**src/rtl/pc_fetch_ctrl.sv**
```systemverilog
// Fetch PC sequencer: sequential fetch, execute-stage redirects, and post-redirect squash window.
// Optional `EXEC_RETURN_EN: honour putPCback/execPCadded with priority over branch2_idex.
module pc_fetch_ctrl #(
  parameter int                  PC_WIDTH    = 16,
  parameter logic [PC_WIDTH-1:0] RESET_PC    = 16'h0000,
  parameter int                  FLUSH_DEPTH = 3
) (
  input  logic                clk,
  input  logic                rst,
  input  logic                stall,
  input  logic                branch2_idex,
  input  logic [PC_WIDTH-1:0] branch_target,
  input  logic                putPCback,
  input  logic [PC_WIDTH-1:0] execPCadded,
  output logic [PC_WIDTH-1:0] pc,
  output logic [PC_WIDTH-1:0] pc_added,
  output logic                squash,
  output logic                fetch_valid,
  output logic                redirect_taken,
  output logic                busy
);

  typedef enum logic {RUN, SQUASH} state_t;

  state_t              state_reg, state_next;
  logic [PC_WIDTH-1:0] pc_reg, pc_next;
  logic [PC_WIDTH-1:0] pc_added_reg;
  logic [2:0]          cnt_reg, cnt_next;
  logic                squash_reg, squash_next;
  logic                fetch_valid_reg;
  logic                redirect_reg, redirect_next;

  logic                req;
  logic [PC_WIDTH-1:0] req_target;

`ifdef EXEC_RETURN_EN
  // An exec return outranks a concurrent branch, which is dropped.
  always_comb begin
    req        = putPCback | branch2_idex;
    req_target = putPCback ? execPCadded : branch_target;
  end
`else
  logic unused_exec_return;
  assign unused_exec_return = putPCback ^ (^execPCadded);

  always_comb begin
    req        = branch2_idex;
    req_target = branch_target;
  end
`endif

  always_ff @(posedge clk) begin
    if (rst) begin
      state_reg       <= RUN;
      pc_reg          <= RESET_PC;
      pc_added_reg    <= RESET_PC + 1'b1;
      cnt_reg         <= 3'd0;
      squash_reg      <= 1'b0;
      fetch_valid_reg <= 1'b1;
      redirect_reg    <= 1'b0;
    end else begin
      state_reg       <= state_next;
      pc_reg          <= pc_next;
      pc_added_reg    <= pc_next + 1'b1;
      cnt_reg         <= cnt_next;
      squash_reg      <= squash_next;
      fetch_valid_reg <= ~squash_next;
      redirect_reg    <= redirect_next;
    end
  end

  always_comb begin
    state_next    = state_reg;
    pc_next       = pc_reg;
    cnt_next      = cnt_reg;
    squash_next   = squash_reg;
    redirect_next = 1'b0;
    case (state_reg)
      RUN: begin
        squash_next = 1'b0;
        // A redirect is taken even while stalled.
        if (req) begin
          pc_next       = req_target;
          cnt_next      = 3'(FLUSH_DEPTH);
          squash_next   = 1'b1;
          redirect_next = 1'b1;
          state_next    = SQUASH;
        end else if (!stall) begin
          pc_next = pc_added_reg;
        end
      end
      SQUASH: begin
        // Requests here come from squashed instructions and are ignored.
        if (!stall) begin
          pc_next  = pc_added_reg;
          cnt_next = cnt_reg - 3'd1;
          if (cnt_reg == 3'd1) begin
            squash_next = 1'b0;
            state_next  = RUN;
          end
        end
      end
      default: begin
        state_next  = RUN;
        squash_next = 1'b0;
      end
    endcase
  end

  assign pc             = pc_reg;
  assign pc_added       = pc_added_reg;
  assign squash         = squash_reg;
  assign fetch_valid    = fetch_valid_reg;
  assign redirect_taken = redirect_reg;
  assign busy           = (state_reg == SQUASH);

endmodule
```
**config.mk**
```make
export PLATFORM = sky130hd
export DESIGN_NAME = pc_fetch_ctrl
export DESIGN_NICKNAME = d
export VERILOG_FILES = /design/src/rtl/pc_fetch_ctrl.sv
export SDC_FILE = /design/constraint.sdc
export NUM_CORES = 1
export LEC_CHECK = 0
export BUFFER_PORTS_ARGS = -buffer_cell sky130_fd_sc_hd__buf_4
export CAP_MARGIN = 10
export CORE_MARGIN = 3
export CORE_UTILIZATION = 48
export DETAILED_ROUTE_END_ITERATION = 6
export GPL_ROUTABILITY_DRIVEN = 0
export MAX_ROUTING_LAYER = met4
export PLACE_DENSITY = 0.79
export SLEW_MARGIN = 40
export SYNTH_ARGS = -nofsm -noshare
export SYNTH_HDL_FRONTEND = slang
export SYNTH_SLANG_ARGS = --single-unit
export TNS_END_PERCENT = 10
```
**constraint.sdc**
```tcl
create_clock -name clk -period 2.7 [get_ports clk]
set_input_delay 0.54 -clock clk [delete_from_list [all_inputs] [get_ports clk]]
set_output_delay 0.54 -clock clk [all_outputs]
set_load 0.005 [all_outputs]
```
==> results.cfg, run 1 <==
[critical_path]
critPathLaunchType = flip-flop
slowest_delay_ns = 0.51
r2r_slack_ns = 0.54
end_kind = flip-flop
worst-path-stages = 8
crit_buf_inv = 1
cp_top_family = simple AND/OR/NAND/NOR gates
arrival_ns = 2.39
endpoint = pc_added[14]$_SDFF_PP0_
startpoint = busy$_SDFF_PP0_
reg2reg_to = pc_added[14]$_SDFF_PP0_
reg2reg_from = busy$_SDFF_PP0_
r2r_cells = 8
path_cells = nand2b_4 -> mux2i_1 -> inv_1 -> ha_1 -> nor4b_4 -> nand2_1 -> or4b_1 -> nand2_1
crit_path_top_delay_cell = or4b_1
crit_path_max_fanout = 15
cp.required_ns = 2.94
crit_type = flip-flop to flip-flop
cpMostUsedCell = nand2_1

[synthesis]
avgSynthCellArea_um2 = 9.996
syn_nets = 221
seq_area_frac_synth_pct = 43.15
synth-edff-count = 0
ys.flop_type = dfxtp_1
synth-async-reset-ratio_pct = 0
yosys_warnings = 0
synthesis.area_mm2 = 0.001809
syn-instance-count = 181
synth-seq-cells = 39
ys_types = 38

[routing]
drc = 0
viasPerCell = 4.965
dr.pass1.iters = 4
antenna_left = 0
wire_per_inst_um = 12.69
routed-via-count = 1420
routed_wl_mm = 3.629
drtIter0Drc = 72

[global_routing]
grt_antenna_before_repair = 0
grt_pass1_vias = 1289
grt_overflow = 0
grt_pass1_wl_mm = 5.837
grt_use_total_pct = 17.91
grt_max_degree = 37

[floorplan]
start_util_pct = 52.16
rows = 21
die_y_um = 67.40
core_mm2 = 0.003468
pin_count = 73
die_w_um = 67.40
die_area_mm2 = 0.004542

[sta]
rsz0062_at_grt = false
slew_violations = 0
setup_ws_ns = 0.5447
timing.slew.headroom_pct = 59.49
finalSetupViolCount = 0
worst_pin_slew_ns = 0.5907
fin_tns_setup_ns = 0
min_period_ns = 2.155
skew_ns = 0.005430
timing.fmax_mhz = 464.0
period_share_pct = 79.83
hold_viol = 0

[clock_network]
cts_setup_buffers = 0
clk_pin_slew_ns = 0.07
clk_latency_ns = 0.29
cts_tree = done
cts_sinks = 39
h-tree-depth = 2
cts_max_path_buffers = 2
cts-buffers-inserted = 5
postCtsResizedCells = 0
cts_hold_buf = 0
root_buffer = clkbuf_8

[layout]
nets = 279
drive_gt1_share_pct = 39.58
final_area_mm2 = 0.002325
fillers = 318
final_cell_mix = buf_4 (60), dfxtp_1 (39), nor2_1 (37)
antennaDiodeCount = 0
final_common_cell = buf_4
area_growth_pct = 28.49

[worst_hold_path]
hold_path_class = flip-flop to flip-flop

[power_and_ir_drop]
power_leakage_nw = 1.109
powerDensity_mw_per_mm2 = 557.6
vdd_drop_max_uv = 270.1

[status]
status = finished, final reports clean

[placed_design]
dpl_cell_area_mm2 = 0.002241
pre_cts_slack_ns = 0.2311
place.detailed.hpwl_mm = 2.627
port_buffers = 55

[run]
max_cap_viol_count = 0
[power by group]
part	internal, mW	total, mW	switching [mW]
logic	0.148	0.284	0.136
registers	0.621	0.642	0.0208
clock network	0.176	0.371	0.194
total	0.946	1.30	0.351
[how the worst min path moves through the flow]
stage	start	endpoint	slack (ns)	cells past startpoint
6_report	squash$_SDFF_PP0_	fetch_valid$_SDFF_PP1_	0.49	1
4_1_cts	squash$_SDFF_PP0_	fetch_valid$_SDFF_PP1_	0.50	1
3_5_place_dp	squash$_SDFF_PP0_	fetch_valid$_SDFF_PP1_	0.48	1
3_3_place_gp	cnt_reg[1]$_SDFFE_PP0P_	cnt_reg[1]$_SDFFE_PP0P_	0.48	2
2_1_floorplan	cnt_reg[1]$_SDFFE_PP0P_	cnt_reg[1]$_SDFFE_PP0P_	0.47	2
5_1_grt	branch_target[15]	pc[15]$_SDFF_PP0_	0.50	3
[layer usage]
| metal | vias up | GRT usage (%) | routed length (µm) |
|---|---|---|---|
| li1 | 728 | - | - |
| met1 | 655 | 19.79 | 1570 |
| met2 | 32 | 30.55 | 1850 |
| met3 | 5 | 3.993 | 175 |
| met4 | 0 | 8.354 | 32 |
| met5 | - | - | 0 |
[Yosys cell counts, types with 2 or more instances]
library cell   n  area (µm²)
a21oi_1        7       35.03
mux2i_1       13       130.1
nor3_1         4       20.02
o21ai_0        3       15.01
xnor2_1        9       78.83
mux2i_2        3       41.29
inv_1          8       30.03
nand2_1        5       18.77
nand3_1        4       20.02
nor2b_1        2       12.51
clkbuf_1       4       15.01
dfxtp_1       39       780.8
nor2_1        37       138.9
ha_1           3       37.54
xor2_1         2       17.52
buf_4          2       15.01
mux2_2        15       168.9
[stage by stage]
step / std cells / utilization [%] / hold WS (ns) / power [mW]
floorplan: 181 / - / 0.4693 / 0.8299
global placement: 278 / 64.61 / 0.4794 / 0.9328
detailed placement: 278 / 64.61 / 0.4845 / 0.9397
CTS: 286 / 67.03 / 0.4955 / 1.307
global route: 286 / 67.03 / 0.5015 / 1.376
finish: 286 / 67.03 / 0.4874 / 1.296
[final cells by class]
cell class / count / area [µm²] / share of cell area, %
multi-input cells: 125 / 922.1 / 39.67
flip-flops and latches: 39 / 780.7 / 33.58
repair buffers: 60 / 450.4 / 19.38
clock buffers: 5 / 68.82 / 2.960
well taps: 46 / 57.56 / 2.476
inverters: 8 / 30.03 / 1.292
clock inverters: 3 / 15.01 / 0.6459
[kinds of logic after synthesis]
| kind of cell | count (synthesis) | synth area share, % |
|---|---|---|
| xor gates and xnor gates | 11 | 5.325 |
| muxes | 31 | 18.81 |
| AOI/OAI and AO/OA | 13 | 4.011 |
| adders and majority gates | 3 | 2.075 |
| DFF | 39 | 43.15 |
| buffers and inverters | 17 | 5.878 |
| and+or+nand+nor | 67 | 20.75 |
(Power assumes the default switching activity.)
==> run 2, diff against run 1 <==
==> constraint.sdc (replaced) <==
create_clock -name clk -period 2.1 [get_ports clk]
set_input_delay 0.42 -clock clk [delete_from_list [all_inputs] [get_ports clk]]
set_output_delay 0.42 -clock clk [all_outputs]
set_load 0.005 [all_outputs]
==> run 2 against run 1 <==
Net effect: die area unchanged; core utilization grew 5.8 points; critical endpoint unchanged; highest routed layer unchanged; sequential cell count unchanged; clock power is 31% higher; combinational power up 55%; sequential power up 29%; clock skew down 0.0022 ns; register-to-register slack got worse by 0.41 ns; design area is 8.7% higher.
==> results.cfg, run 2 (synthesis gave the netlist of run 1 again) <==
[floorplan]
die_y_um = 67.40
start_util_pct = 52.16
die_area_mm2 = 0.004542
rows = 21
die_w_um = 67.40
pin_count = 73
core_mm2 = 0.003468

[routing]
dr.pass1.iters = 4
wire_per_inst_um = 13.63
drtIter0Drc = 84
antenna_left = 0
viasPerCell = 4.977
routed_wl_mm = 4.239
drc = 0
routed-via-count = 1548

[placed_design]
port_buffers = 55
place.detailed.hpwl_mm = 3.061
dpl_cell_area_mm2 = 0.002401
pre_cts_slack_ns = -0.08497

[global_routing]
grt_pass1_vias = 1480
grt_use_total_pct = 20.06
grt_max_degree = 37
grt_overflow = 0
grt_pass1_wl_mm = 6.534
grt_antenna_before_repair = 0

[critical_path]
startpoint = busy$_SDFF_PP0_
crit_type = flip-flop to flip-flop
worst-path-stages = 8
r2r_slack_ns = 0.14
cp.required_ns = 2.34
reg2reg_to = pc_added[14]$_SDFF_PP0_
r2r_cells = 8
crit_buf_inv = 1
end_kind = flip-flop
critPathLaunchType = flip-flop
reg2reg_from = busy$_SDFF_PP0_
endpoint = pc_added[14]$_SDFF_PP0_
cp_top_family = simple AND/OR/NAND/NOR gates
crit_path_max_fanout = 6
crit_path_top_delay_cell = or4b_1
arrival_ns = 2.20
cpMostUsedCell = nand2_1
path_cells = nand2b_4 -> mux2i_2 -> inv_1 -> ha_2 -> nor4b_4 -> nand2_1 -> or4b_1 -> nand2_1
slowest_delay_ns = 0.48

[clock_network]
h-tree-depth = 2
clk_pin_slew_ns = 0.07
root_buffer = clkbuf_8
cts_max_path_buffers = 2
clk_latency_ns = 0.29
cts-buffers-inserted = 5
cts_tree = done
cts_sinks = 39
cts_hold_buf = 0

[sta]
rsz0062_at_grt = false
setup_ws_ns = 0.1360
finalSetupViolCount = 0
skew_ns = 0.003189
timing.fmax_mhz = 509.2
period_share_pct = 93.52
timing.slew.headroom_pct = 74.67
slew_violations = 0
hold_viol = 0
worst_pin_slew_ns = 0.3694
min_period_ns = 1.964

[layout]
final_util_pct = 72.84
area_growth_pct = 39.63
final_common_cell = buf_4
final_cell_mix = buf_4 (84), dfxtp_1 (39), nor2_1 (37)
fillers = 289
nets = 304
final_area_mm2 = 0.002526
drive_gt1_share_pct = 45.66
antennaDiodeCount = 0

[power_and_ir_drop]
vdd_drop_max_uv = 434.8
powerDensity_mw_per_mm2 = 695.1
power_leakage_nw = 1.216

[worst_hold_path]
hold_path_class = input port to flip-flop

[status]
status = finished, final reports clean

[run]
max_cap_viol_count = 0
run 2: cell count changes in the layout (fill, tap and decap cells not counted), sizes merged:
cell	delta
buf	+24
nand2b	+1
clkinv	-2
clkbuf	+2
run 2: final cells by class:
| cell class | count | area [µm²] | area share [%] |
|---|---|---|---|
| multi-input cells | 126 | 945.9 | 37.44 |
| repair buffers | 84 | 630.6 | 24.96 |
| clock inverters | 1 | 5.005 | 0.1981 |
| inverters | 8 | 30.03 | 1.189 |
| well taps | 46 | 57.56 | 2.278 |
| flip-flops and latches | 39 | 780.7 | 30.91 |
| clock buffers | 7 | 76.32 | 3.021 |
run 2: timing repair:
action	4_1_cts	5_1_grt
buffers inserted	0	4
hold endpoints to repair	0	0
resized for setup	0	1
endpoints found under the setup margin	0	3
run 2: through the flow:
stage | power [mW] | hold WS (ns) | instances | setup TNS [ns]
6_report | 1.756 | 0.3823 | 311 | 0
5_1_grt | 1.843 | 0.3883 | 311 | 0
4_1_cts | 1.749 | 0.3817 | 306 | 0
3_5_place_dp | 1.272 | 0.4920 | 298 | -0.3025
3_3_place_gp | 1.256 | 0.4783 | 298 | -0.1554
2_1_floorplan | 1.073 | 0.4693 | 181 | -0.1556
run 2: worst min path at each step:
stage	startpoint	end	slack, ns	cells after the start
CTS	branch_target[15]	pc[15]$_SDFF_PP0_	0.38	3
floorplan	cnt_reg[1]$_SDFFE_PP0P_	cnt_reg[1]$_SDFFE_PP0P_	0.47	2
global placement	cnt_reg[1]$_SDFFE_PP0P_	cnt_reg[1]$_SDFFE_PP0P_	0.48	2
global route	branch_target[15]	pc[15]$_SDFF_PP0_	0.39	3
detailed placement	squash$_SDFF_PP0_	fetch_valid$_SDFF_PP1_	0.49	1
finish	branch_target[15]	pc[15]$_SDFF_PP0_	0.38	3
run 2: worst min-delay path, cell delays in order:
cell	delay (ns)
buf_4	0.08
a21oi_1	0.06
nor2_1	0.07
run 2: metal layers:
| metal | GRT usage [%] | vias up | share of wire, % | wire, µm |
|---|---|---|---|---|
| met3 | 4.493 | 6 | 4.0 | 170 |
| met4 | 9.114 | 0 | 1.1 | 48 |
| met1 | 22.67 | 730 | 42 | 1762 |
| li1 | - | 772 | - | - |
| met5 | - | - | 0 | 0 |
| met2 | 33.74 | 40 | 53 | 2258 |
run 2: where the power goes:
group	leakage [nW]	switching [mW]	internal [mW]	total (mW)
registers	0.321	0.0303	0.798	0.829
logic	0.852	0.195	0.246	0.440
clock network	0.0422	0.254	0.233	0.487
total	1.22	0.479	1.28	1.76
==> run 3, diff against run 2 <==
--- a/config.mk
+++ b/config.mk
@@ -7,6 +7,7 @@
 export LEC_CHECK = 0
 export BUFFER_PORTS_ARGS = -buffer_cell sky130_fd_sc_hd__buf_4
 export CAP_MARGIN = 10
+export CORE_ASPECT_RATIO = 1.2
 export CORE_MARGIN = 3
 export CORE_UTILIZATION = 48
 export DETAILED_ROUTE_END_ITERATION = 6
==> run 3 against run 2 <==
Net effect: power down 0.79%; worst setup slack worse by 0.048 ns; cell count up 1.3%; non-clock buffer count up 1; combinational power down 1%; sequential power about the same; design area up 0.30%; die area about the same; sequential cell count unchanged; critical path depth unchanged; critical path type unchanged; highest routed layer unchanged.
==> results.cfg, run 3 (synthesis gave the netlist of run 1 again) <==
[layout]
area_growth_pct = 40.04
drive_gt1_share_pct = 46.04
antennaDiodeCount = 0
final_common_cell = buf_4
nets = 304
final_cell_mix = buf_4 (84), dfxtp_1 (39), nor2_1 (37)

[power_and_ir_drop]
power_frac_comb_pct = 24.9
power_switching_uw = 466.7
switching_share_pct = 26.79
total_power_mw = 1.742
power_leakage_nw = 1.214
sequentialPowerShare_pct = 47.5
p_clk_share_pct = 27.6
vdd_drop_max_uv = 523.9
powerDensity_mw_per_mm2 = 687.6
intPower_mw = 1.275

[floorplan]
die_area_mm2 = 0.004545
pin_count = 73
rows = 23
core_mm2 = 0.003482
die_y_um = 73.26
die_w_um = 62.05
start_util_pct = 51.96

[global_routing]
grt_pass1_vias = 1531
use_met2_pct = 33.87
grt_antenna_before_repair = 0
grt_pass1_wl_mm = 6.506
grt_use_total_pct = 19.60
grt_max_degree = 37
met3_usage_pct = 4.218
top_usage_layer = met2
grtUsageMet1_pct = 21.76
grt_overflow = 0

[routing]
routed_wl_mm = 4.038
dr.pass1.iters = 4
wire_per_inst_um = 12.82
drtIter0Drc = 30
antenna_left = 0
drc = 0
routed-via-count = 1546
viasPerCell = 4.908

[run]
max_cap_viol_count = 0

[sta]
finalSetupViolCount = 0
min_period_ns = 2.012
timing.fmax_mhz = 497.0
slew_violations = 0
rsz0062_at_grt = true
period_share_pct = 95.81
skew_ns = 0.002867
hold_slack_ns = 0.3827
worst_pin_slew_ns = 0.3661
timing.slew.headroom_pct = 74.90
hold_viol = 0

[critical_path]
crit_type = flip-flop to flip-flop
arrival_ns = 2.23
reg2reg_from = busy$_SDFF_PP0_
r2r_slack_ns = 0.09
critPathLaunchType = flip-flop
r2r_cells = 8
end_kind = flip-flop
crit_path_max_fanout = 11
cp.required_ns = 2.32
startpoint = busy$_SDFF_PP0_

[clock_network]
clk_pin_slew_ns = 0.07
cts_max_path_buffers = 2
cts_hold_buf = 0
h-tree-depth = 2
cts_sinks = 39
cts_tree = done
root_buffer = clkbuf_8
cts-buffers-inserted = 5
clk_latency_ns = 0.29

[worst_hold_path]
holdPathStages = 3
min_from = branch_target[15]
hold_path_class = input port to flip-flop

[placed_design]
place.detailed.hpwl_mm = 3.013
port_buffers = 55

[status]
status = finished, final reports clean
[run 3: cell types whose count changed in the layout (fill, tap and decap cells not counted)]
cell      before  now
buf_6          0    1
nand2b_4       2    1
nand3_1        4    3
nand3_2        0    1
[run 3: through the flow]
step	setup WS (ns)	TNS [ns]	cell area, µm²	std cells	util, %
finish	0.08801	0	2534	315	72.76
global route	-0.02745	-0.04852	2534	315	72.76
CTS	0.06344	0	2502	312	71.86
detailed placement	-0.08150	-0.2316	2421	304	69.53
global placement	-0.06115	-0.1102	2421	304	69.53
floorplan	-0.09601	-0.1556	1827	181	-
[run 3: worst paths after layout]
check                                               end
worst max-delay path            pc_added[15]$_SDFF_PP0_
worst min-delay path                  pc[15]$_SDFF_PP0_
worst max register to register  pc_added[15]$_SDFF_PP0_
worst min register to register   fetch_valid$_SDFF_PP1_
[run 3: what timing repair did]
item,CTS,global route
buffers inserted,0,3
gates resized for setup,0,2
setup endpoints to repair,0,3
[run 3: area by class of cell]
class / count / area [µm²]
inverter: 8 / 30.03
multi-input combinational: 125 / 937.1
sequential: 39 / 780.7
fill: 267 / 948.4
timing repair buffer: 85 / 641.9
tap: 50 / 62.56
clock buffer: 7 / 76.32
clock inverter: 1 / 5.005
[run 3: power by group through the flow]
stage,registers (mW),clock network [mW],logic (mW)
after floorplan,0.846,0,0.227
after global placement,0.842,0,0.415
after detailed placement,0.844,0,0.428
after CTS,0.828,0.488,0.430
after global routing,0.835,0.508,0.477
final,0.828,0.481,0.434
[run 3: routing by layer]
layer | vias up | share of wire (%)
met5 | - | 0
met1 | 725 | 40
met4 | 0 | 1.5
met3 | 5 | 4.4
li1 | 775 | -
met2 | 41 | 54
[run 3: critical path, cell delays in order (launching register included)]
cell and delay (ns):
dfxtp_1 0.31, nand2b_4 0.23, buf_4 0.19, mux2i_1 0.11, buf_4 0.14, nor3_4 0.20, nand3_2 0.14, or4_1 0.48
a21oi_1 0.14
